File: config.mk
export PLATFORM = sky130hd
export DESIGN_NAME = vga_scan_out
export DESIGN_NICKNAME = d
export VERILOG_FILES = /design/src/rtl/vga_pkg.sv /design/src/rtl/vga_scan_out_scan_counter.sv /design/src/rtl/vga_scan_out.sv
export SDC_FILE = /design/constraint.sdc
export NUM_CORES = 1
export LEC_CHECK = 0
export CORE_ASPECT_RATIO = 1.2
export CORE_MARGIN = 2
export CORE_UTILIZATION = 45
export DETAILED_ROUTE_END_ITERATION = 10
export PLACE_DENSITY = 0.89
export SETUP_SLACK_MARGIN = 0.15
export SYNTH_ARGS = -nofsm -noshare
export SYNTH_HDL_FRONTEND = slang
export SYNTH_SLANG_ARGS = --single-unit
File: constraint.sdc
create_clock -name clock -period 2.22 [get_ports clock]
set_clock_uncertainty 0.05 [all_clocks]
set_input_delay 0.666 -clock clock [delete_from_list [all_inputs] [get_ports clock]]
set_output_delay 0.666 -clock clock [all_outputs]
set_load 0.05 [all_outputs]
File: src/rtl/vga_pkg.sv
// vga_pkg: 640x480@60 timing constants and RGB332 field widths
package vga_pkg;
  localparam int H_ACTIVE = 640;
  localparam int H_FP = 16;
  localparam int H_SYNC = 96;
  localparam int H_BP = 48;
  localparam int V_ACTIVE = 480;
  localparam int V_FP = 10;
  localparam int V_SYNC = 2;
  localparam int V_BP = 33;
  localparam int H_TOTAL = H_ACTIVE + H_FP + H_SYNC + H_BP;
  localparam int V_TOTAL = V_ACTIVE + V_FP + V_SYNC + V_BP;
  localparam int R_W = 3;
  localparam int G_W = 3;
  localparam int B_W = 2;
endpackage

File: src/rtl/vga_scan_out_scan_counter.sv
// scan_counter: pixel divider plus free-running h/v raster counters
module scan_counter #(
  parameter int H_TOTAL = vga_pkg::H_TOTAL,
  parameter int V_TOTAL = vga_pkg::V_TOTAL,
  parameter int PIX_DIV = 1
) (
  input  logic       clock,
  input  logic       reset_n,
  output logic [9:0] hcount,
  output logic [9:0] vcount,
  output logic       pix_en,
  output logic       frame_start
);
  logic div;
  logic h_wrap;
  logic v_wrap;
  assign pix_en = (PIX_DIV == 1) || div;
  assign h_wrap = hcount == 10'(H_TOTAL - 1);
  assign v_wrap = vcount == 10'(V_TOTAL - 1);
  // gated by reset_n so no pulse escapes while the counters are held at (0,0)
  assign frame_start = reset_n && pix_en && hcount == '0 && vcount == '0;
  always_ff @(posedge clock or negedge reset_n)
    if (!reset_n) begin
      div <= 1'b0;
      hcount <= '0;
      vcount <= '0;
    end else begin
      div <= (PIX_DIV == 2) && !div;
      if (pix_en) begin
        hcount <= h_wrap ? '0 : hcount + 10'd1;
        if (h_wrap) vcount <= v_wrap ? '0 : vcount + 10'd1;
      end
    end
endmodule

File: src/rtl/vga_scan_out.sv
// vga_scan_out: raster timing, two-layer RGB332 compositing and sync/de alignment
module vga_scan_out
  import vga_pkg::*;
#(
  parameter int H_ACTIVE = vga_pkg::H_ACTIVE,
  parameter int H_FP = vga_pkg::H_FP,
  parameter int H_SYNC = vga_pkg::H_SYNC,
  parameter int H_BP = vga_pkg::H_BP,
  parameter int V_ACTIVE = vga_pkg::V_ACTIVE,
  parameter int V_FP = vga_pkg::V_FP,
  parameter int V_SYNC = vga_pkg::V_SYNC,
  parameter int V_BP = vga_pkg::V_BP,
  parameter int SYNC_POL = 0,
  parameter int PIX_DIV = 1
) (
  input  logic           clock,
  input  logic           reset_n,
  output logic [9:0]     hcount,
  output logic [9:0]     vcount,
  output logic           pix_en,
  output logic           frame_start,
  input  logic [R_W-1:0] menu_red,
  input  logic [G_W-1:0] menu_green,
  input  logic [B_W-1:0] menu_blue,
  input  logic           menu_layer,
  input  logic [R_W-1:0] game_red,
  input  logic [G_W-1:0] game_green,
  input  logic [B_W-1:0] game_blue,
  output logic [R_W-1:0] vga_r,
  output logic [G_W-1:0] vga_g,
  output logic [B_W-1:0] vga_b,
  output logic           vga_hs,
  output logic           vga_vs,
  output logic           vga_de
);
  localparam int HS_BEG = H_ACTIVE + H_FP;
  localparam int VS_BEG = V_ACTIVE + V_FP;
  localparam logic ACT = 1'(SYNC_POL);
  logic de_raw, hs_raw, vs_raw;
  logic de_d, hs_d, vs_d;
  scan_counter #(
    .H_TOTAL(H_ACTIVE + H_FP + H_SYNC + H_BP),
    .V_TOTAL(V_ACTIVE + V_FP + V_SYNC + V_BP),
    .PIX_DIV(PIX_DIV)
  ) u_cnt (
    .clock(clock),
    .reset_n(reset_n),
    .hcount(hcount),
    .vcount(vcount),
    .pix_en(pix_en),
    .frame_start(frame_start)
  );
  assign de_raw = hcount < 10'(H_ACTIVE) && vcount < 10'(V_ACTIVE);
  assign hs_raw = hcount >= 10'(HS_BEG) && hcount < 10'(HS_BEG + H_SYNC);
  assign vs_raw = vcount >= 10'(VS_BEG) && vcount < 10'(VS_BEG + V_SYNC);
  // first stage matches the layer generators' RGB register, second stage meets the colour mux
  always_ff @(posedge clock or negedge reset_n)
    if (!reset_n) begin
      de_d <= 1'b0;
      hs_d <= 1'b0;
      vs_d <= 1'b0;
      vga_de <= 1'b0;
      vga_hs <= ~ACT;
      vga_vs <= ~ACT;
      vga_r <= '0;
      vga_g <= '0;
      vga_b <= '0;
    end else begin
      de_d <= de_raw;
      hs_d <= hs_raw;
      vs_d <= vs_raw;
      vga_de <= de_d;
      vga_hs <= hs_d ? ACT : ~ACT;
      vga_vs <= vs_d ? ACT : ~ACT;
      vga_r <= !de_d ? '0 : menu_layer ? menu_red : game_red;
      vga_g <= !de_d ? '0 : menu_layer ? menu_green : game_green;
      vga_b <= !de_d ? '0 : menu_layer ? menu_blue : game_blue;
    end
endmodule

Word level (Yosys, flattened, before mapping)
Cells that the tools add are included.

operators by class
  add/subtract/negate cells = 2
  $lt $le $gt $ge = 6
  equal/unequal tests = 2
  mux-type cells = 10
  reductions and logical operators = 7

operators by type and width
  cell                                                                count
  adder 10 x 1 -> 10 bit, second input constant                       2
  == test 10 bit, second input constant                               2
  zero test 10 bit                                                    2
  < comparator 10 bit, second input constant                          2
  < comparator 10 x 9 -> 1 bit, second input constant                 2
  two-way mux 10 bit                                                  2
  two-way mux 3 bit                                                   4
  greater-or-equal comparator 10 bit, second input constant           1
  greater-or-equal comparator 10 x 9 -> 1 bit, second input constant  1
  logical AND 1 bit                                                   5
  two-way mux 2 bit                                                   2
  two-way mux 1 bit                                                   2

word-level totals
  register bits after elaboration = 34
  bits of input ports = 19
  output and inout port bits = 33
  logic and storage cells = 38

Depth between registers and ports, before layout
Gate-level depths: netlist (run 1).

  depth after elaboration = 3
  depth in mapped cells = 6
  mapped depth without buffers = 6

Modules after synthesis
A second synthesis (run 1) with hierarchy kept.

unflattened totals
  cell total of the unflattened synthesis = 148
  area total of the unflattened synthesis = 1,662.8 um2

modules (own cells, without submodules)
  module        times used  cells each  area an instance (um2)  sequential area each (um2)
  scan_counter  1           105         1,096.1                 500.5
  vga_scan_out  1           43          566.8                   352.8

Worst setup path before layout (run 1)
No wires, ideal clock.

  path type = register -> output
  start point = register u_cnt.hcount[5]
  end point = output port frame_start
  arrival = 2.818 ns
  required time = 1.504 ns
  path slack = -1.314 ns
  stages on the path, launching flop included = 4
  path buffers = 1
  path through = dfrtp_1 clkbuf_1 or4_1 nor4_1

on the way
  cells in the longest elaborated chain, start to end = 3

RTL lines
  element                          line                             source
  start: declaration               vga_scan_out_scan_counter.sv:9   output logic [9:0] hcount,
  start signal: assignment         vga_scan_out_scan_counter.sv:30  hcount <= h_wrap ? '0 : hcount + 10'd1;
  zero test 10 bit                 vga_scan_out_scan_counter.sv:21  assign frame_start = reset_n && pix_en && hcount == '0 && vcount == '0;
  logical AND 1 bit (2 in series)  vga_scan_out_scan_counter.sv:21
  end: declaration                 vga_scan_out.sv:21               output logic frame_start,

Every way passes these cells.

Final worst setup path (run 1)
  start point = register u_cnt.hcount[6]
  end point = output port frame_start

The elaborated chain is that of the path after synthesis.

==> results.ini, run 1 <==
[synthesis]
synthTopCellsByArea = dfrtp_1 (50%), mux2i_1 (5.0%), nor2b_1 (3.5%)
syn-cell-area_um2 = 1610
synth_edf_count = 0
synth_cells = 144
syn_avg_cell_area_um2 = 11.2
yosys-top-cells-count = dfrtp_1 (32), nand3_1 (10), nor2b_1 (9)
syn-num-nets = 167
ys_warn_count = 0
synth_cell_types = 40
async_flop_share_pct = 100
yosysSeqAreaShare_pct = 53.0
synth-main-ff-cell = dfrtp_1
synth_seq_cells = 34
synth_top_area_share_pct = 49.8
synth_most_common_cell = dfrtp_1
yosysTopAreaCell = dfrtp_1

[worst_setup_path]
worst-path-max-fanout = 2
crit_path_end_kind = output pin
r2r_end = u_cnt.vcount[3]$_DFFE_PN0N_
crit_required_ns = 1.50
crit_path_start_kind = flop
regToRegStartpoint = u_cnt.hcount[0]$_DFF_PN0_
r2r_setup_slack_ns = 0.25
critical_path_class = flop to output pin
rr_worst_depth = 6
startpoint = u_cnt.hcount[6]$_DFF_PN0_
worstPathArrival_ns = 1.70

[run_status]
status = finished, violations left
violations = DRC, setup timing

[placed_design]
finalWeightedCongestion = 0.826
dp_hpwl_um = 3020
port_buffers = 50

[detailed_routing]
ant_nets = 0
viasPerCell = 5.56
route.detailed.drc = 8
dr.pass1.iters = 7
wl_per_cell_um = 16.1
drt_iter0_drc = 40
vias = 1413
wl_um = 4100

[sta]
slew_violations = 0
setup_viol = 1
clock.fmax_mhz = 414
period_share_pct = 109
setup_ws_ns = -0.196
fin_crit_ns = 2.42
hold_viol = 0
grt_setup_unrepaired = yes
finalSetupTns_ns = -0.196

[layout]
nets = 239
n_fill_cell = 254
drive_gt1_share_pct = 34.1
diodes = 0
syn_to_final_growth_pct = 49.1

[clocking]
clk_path_buf_depth = 2
cts_tree = built
cts_hold_buf = 0
htreeDepth = 2
cts-root-buf = clkbuf_8
numCtsBuffers = 5
clk_latency_ns = 0.29
cts.clk_slew.worst_paths_ns = 0.07
clock_sinks = 34

[global_route]
grt_pass1_wl_um = 6710
grt_start_max_net_pins = 35
grt_pass1_vias = 1472
grtUsageTotal_pct = 21.6
overflow = 0
antenna_found_initial = 0

[power_and_ir_drop]
ir_drop_uv = 407
switching_share_pct = 24.0
leakagePower_uw = 0.00113
power.density_nw_per_um2 = 510
p_clk_share_pct = 38.1
finalPower_uw = 1220
pwr-share-comb_pct = 10.2
p_int_uw = 929
power_frac_seq_pct = 51.8
p_sw_uw = 294

[worst_hold_path]
hold_path_class = flop to flop
min_path_cells = 1
hp-start = hs_d$_DFF_PN0_
whs_endpoint = vga_hs$_DFF_PN1_

[die]
io-pin-count = 52
die_h_um = 69.5
core_area_um2 = 3400
die_area_um2 = 4070
die_x_um = 58.6
rows = 23
start_util_pct = 47.4

[job]
drv_cap = 0

-- how the worst max path moves through the flow --
stage | slack, ns | depth (start not counted) | end
floorplan | -0.35 | 3 | frame_start
global placement | -0.44 | 5 | frame_start
detailed placement | -0.43 | 5 | frame_start
CTS | -0.25 | 5 | frame_start
global route | -0.25 | 3 | frame_start
finish | -0.20 | 3 | frame_start
-- what timing repair did --
item                                    CTS  global route
resized for setup                        19             5
pin swaps                                 3             2
endpoints found under the setup margin   10             4
buffers inserted                          1             0
cloned                                    0             0
-- area by class of cell --
| cell class | instances | area, um^2 | area share [%] |
|---|---|---|---|
| well taps | 37 | 46.3 | 1.93 |
| clock buffers | 7 | 86.3 | 3.60 |
| repair buffers | 71 | 601 | 25.0 |
| flip-flops and latches | 34 | 858 | 35.8 |
| inverters | 7 | 26.3 | 1.09 |
| clock inverters | 1 | 5.00 | 0.209 |
| multi-input cells | 97 | 777 | 32.4 |
-- per-stage QoR --
step	cells	hold slack [ns]	util, %	instance area [um^2]	setup WS [ns]
final	254	0.300	70.7	2400	-0.196
after global routing	254	0.317	70.7	2400	-0.248
after floorplan	144	0.287	-	1650	-0.354
after CTS	254	0.303	70.2	2380	-0.253
after global placement	245	0.288	66.4	2260	-0.442
after detailed placement	245	0.293	66.4	2260	-0.435
-- worst max-delay path, cell delays in order (launching register included) --
cell and delay, ns:
dfrtp_2 0.40, or4_4 0.56, nor4_4 0.28, buf_12 0.18
-- logic make-up (layout without fill, tap and decap cells) --
kind of cell | after synthesis | in the layout | share of synthesized area, %
buffers and inverters | 13 | 86 | 3.42
and+or+nand+nor | 62 | 62 | 24.7
xor gates and xnor gates | 11 | 11 | 5.99
DFF | 34 | 34 | 53.0
adders and majority gates | 4 | 4 | 3.11
other | 1 | 1 | 0.233
AOI/OAI and AO/OA | 10 | 10 | 3.89
muxes | 9 | 9 | 5.68
-- power groups by stage --
stage	sequential (uW)	clock (uW)	combinational, uW
6_report	633	466	124
5_1_grt	634	502	132
4_1_cts	633	477	126
3_5_place_dp	645	0	134
3_3_place_gp	644	0	130
2_1_floorplan	686	0	22.5
-- cell usage in the layout (no fill, tap or decap), types with 2 or more instances in the layout --
master	count
a31oi_1	2
and2_1	3
and3_1	7
buf_4	43
clkbuf_8	6
clkdlybuf4s50_1	17
dfrtp_1	28
dfrtp_2	4
dfstp_2	2
dlygate4sd2_1	10
ha_1	2
inv_1	3
inv_2	4
mux2i_1	8
nand2_1	3
nand3_1	10
nand4_1	6
nor2_1	5
nor2b_1	8
nor3_1	3
nor4_1	2
nor4_4	2
o21ai_0	3
or4_4	2
xnor2_1	6
xor2_1	5
-- registers in the layout, summed over array words and instances, names as in the netlist --
name and count:
vga_vs 1, vga_g 3, vga_b 2, u_cnt.vcount 10, de_d 1, vga_r 3, u_cnt.hcount 10, hs_d 1
vga_de 1, vga_hs 1, vs_d 1
-- metal layers --
layer / wire length (um) / track usage (%) / up-vias
li1: - / - / 651
met1: 1600 / 25.0 / 696
met2: 2120 / 37.0 / 61
met3: 321 / 6.90 / 5
met4: 55 / 7.07 / 0
met5: 0 / 0 / -
(Power assumes the default switching activity.)
==> inputs of run 2 (changes only) <==
--- a/config.mk
+++ b/config.mk
@@ -11,6 +11,7 @@
 export DETAILED_ROUTE_END_ITERATION = 10
 export PLACE_DENSITY = 0.89
 export SETUP_SLACK_MARGIN = 0.15
+export SLEW_MARGIN = 20
 export SYNTH_ARGS = -nofsm -noshare
 export SYNTH_HDL_FRONTEND = slang
 export SYNTH_SLANG_ARGS = --single-unit
==> results of run 2 <==
The final DEF is identical to that of run 1; final timing and power are the same.
==> inputs of run 3 (changes only) <==
--- a/config.mk
+++ b/config.mk
@@ -5,7 +5,6 @@
 export SDC_FILE = /design/constraint.sdc
 export NUM_CORES = 1
 export LEC_CHECK = 0
-export CORE_ASPECT_RATIO = 1.2
 export CORE_MARGIN = 2
 export CORE_UTILIZATION = 45
 export DETAILED_ROUTE_END_ITERATION = 10
==> run 3 against run 2 <==
  * The run ends with setup timing left
  * First-iteration DRC count down 5.0%
  * Wire length down 4.0%
  * Sequential power about the same
  * Highest routed layer unchanged
  * Die area about the same
  * Critical path depth unchanged
  * Fmax down 3.2%
  * Utilization up 0.83 points
  * Non-clock buffer count up 4
  * Worst hold slack better by 0.0088 ns
  * Combinational power about the same
  * Largest cell class unchanged
  * Flip-flop and latch count unchanged
==> results.ini, run 3 (synthesis gave the netlist of run 1 again) <==
[run_status]
status = finished, violations left  ; unchanged
violations = setup timing  ; was DRC, setup timing

[detailed_routing]
drt_iter0_drc = 38  ; was 40
route.detailed.drc = 0  ; was 8
ant_nets = 0  ; unchanged
vias = 1385  ; was 1,413
viasPerCell = 5.19  ; was 5.56
dr.pass1.iters = 4  ; was 7
wl_per_cell_um = 14.7  ; was 16.1 um
wl_um = 3930  ; was 4100 um

[layout]
register_area_um2 = 858  ; unchanged
syn_to_final_growth_pct = 50.6  ; was 49.1%
diodes = 0  ; unchanged
layout_commonest_cell = buf_4  ; unchanged
mostFrequentLayoutCells = buf_4 (47), dfrtp_1 (28), clkdlybuf4s50_1 (17)  ; was buf_4 (43), dfrtp_1 (28), clkdlybuf4s50_1 (17)
multi_input_area_um2 = 773  ; was 777 um^2
drive_gt1_share_pct = 34.4  ; was 34.1%
reg_top3 = u_cnt.hcount x10, u_cnt.vcount x10  ; unchanged
n_fill_cell = 244  ; was 254
nets = 243  ; was 239
final_cell_area_um2 = 2420  ; was 2400 um^2

[placed_design]
finalWeightedCongestion = 0.784  ; was 0.826
place_area_um2 = 2270  ; was 2260 um^2
dp_hpwl_um = 2800  ; was 3020 um
port_buffers = 50  ; unchanged
place_ws_ns = -0.485  ; was -0.435 ns

[clocking]
cts_hold_buf = 0  ; unchanged
numCtsBuffers = 5  ; unchanged
clock_sinks = 34  ; unchanged
htreeDepth = 2  ; unchanged
cts.clk_slew.worst_paths_ns = 0.10  ; was 0.07 ns
cts-root-buf = clkbuf_4  ; was clkbuf_8
cts_tree = built  ; unchanged
clk_path_buf_depth = 2  ; unchanged
clk_latency_ns = 0.34  ; was 0.29 ns

[worst_setup_path]
critPathTopFamily = simple AND/OR/NAND/NOR gates  ; unchanged
crit_path_end_kind = output pin  ; unchanged
crit_required_ns = 1.50  ; about the same
critical_path_class = flop to output pin  ; unchanged
slowest_delay_ns = 0.55  ; was 0.56 ns
crit_slowest_cell = or4_4  ; unchanged
critPathBufInv = 1  ; unchanged
worstPathArrival_ns = 1.78  ; was 1.70 ns
r2r_setup_slack_ns = 0.25  ; about the same
worst-path-max-fanout = 2  ; unchanged
crit_path_start_kind = flop  ; unchanged
worstPathCellList = or4_4, nor4_4, buf_12  ; unchanged

[global_route]
grt_pass1_vias = 1425  ; was 1,472
overflow = 0  ; unchanged
antenna_found_initial = 0  ; unchanged
grt_pass1_wl_um = 6480  ; was 6710 um
grtUsageTotal_pct = 20.7  ; was 21.6%
grt_start_max_net_pins = 35  ; unchanged

[sta]
slew_violations = 0  ; unchanged
fin_crit_ns = 2.50  ; was 2.42 ns
grt_setup_unrepaired = yes  ; unchanged
hold_viol = 0  ; unchanged
period_share_pct = 112  ; was 109%
setup_viol = 1  ; unchanged
setup_ws_ns = -0.277  ; was -0.196 ns
clock.fmax_mhz = 401  ; was 414 MHz

[die]
start_util_pct = 47.5  ; was 47.4%
die_area_um2 = 4070  ; about the same
die_h_um = 63.8  ; was 69.5 um
rows = 21  ; was 23
die_x_um = 63.8  ; was 58.6 um
core_area_um2 = 3390  ; was 3400 um^2
io-pin-count = 52  ; unchanged

[power_and_ir_drop]
power.density_nw_per_um2 = 495  ; was 510 nW/um^2
leakagePower_uw = 0.00114  ; was 0.00113 uW
ir_drop_uv = 294  ; was 407 uV

[worst_hold_path]
hold_path_class = flop to flop  ; unchanged

[job]
drv_cap = 0  ; unchanged

run 3: layout make-up:
| class | instances | share of cell area [%] |
|---|---|---|
| clock buffer | 5 | 1.55 |
| clock inverter | 3 | 1.65 |
| timing repair buffer | 75 | 26.0 |
| multi-input combinational | 97 | 31.9 |
| inverter | 7 | 1.08 |
| sequential | 34 | 35.4 |
| tap | 46 | 2.37 |
run 3: per-stage QoR:
step	cells	setup TNS (ns)	power, uW	hold WS [ns]	util, %
floorplan	144	-0.354	708	0.287	-
global placement	254	-0.459	775	0.290	66.9
detailed placement	254	-0.485	778	0.294	66.9
CTS	262	-0.353	1210	0.309	70.0
global route	267	-0.349	1250	0.322	71.5
finish	267	-0.277	1200	0.309	71.5
run 3: worst reg2reg max path, delay by kind of cell (launching register included):
family / cells / cell delay, ns
flip-flops: 1 / 0.38
buffers and inverters: 2 / 0.29
AO/OA/AOI/OAI: 1 / 0.19
AND/OR/NAND/NOR: 3 / 0.76
adder cells (fa/ha/maj): 1 / 0.15
run 3: timing repair:
action,CTS,global route
endpoints found under the hold margin,0,0
endpoints found under the setup margin,10,3
pin swaps,3,2
gates resized for setup,18,2
setup buffers,0,5
run 3: layer usage:
metal / track usage (%) / vias to the layer above / wire length [um]
met5: 0 / - / 0
met4: 7.88 / 0 / 120
met3: 7.04 / 13 / 284
met2: 33.1 / 66 / 1890
met1: 25.8 / 646 / 1640
li1: - / 660 / -
run 3: power breakdown:
| group | leakage [uW] | internal (uW) | total [uW] | switching (uW) |
|---|---|---|---|---|
| Combinational | 0.000675 | 48.6 | 124 | 74.9 |
| Sequential | 0.000421 | 630 | 632 | 2.16 |
| Clock | 0.0000450 | 233 | 444 | 211 |
run 3: path summary, 6_finish.rpt:
kind	from	to	cells after the start
hold / removal	hs_d$_DFF_PN0_	vga_hs$_DFF_PN1_	1
hold reg to reg	hs_d$_DFF_PN0_	vga_hs$_DFF_PN1_	1
max in group asynchronous	reset_n	vga_vs$_DFF_PN1_	2
setup reg to reg	u_cnt.hcount[1]$_DFF_PN0_	u_cnt.vcount[9]$_DFFE_PN0N_	7
min in group asynchronous	reset_n	u_cnt.hcount[2]$_DFF_PN0_	2
setup / recovery	u_cnt.hcount[6]$_DFF_PN0_	frame_start	3
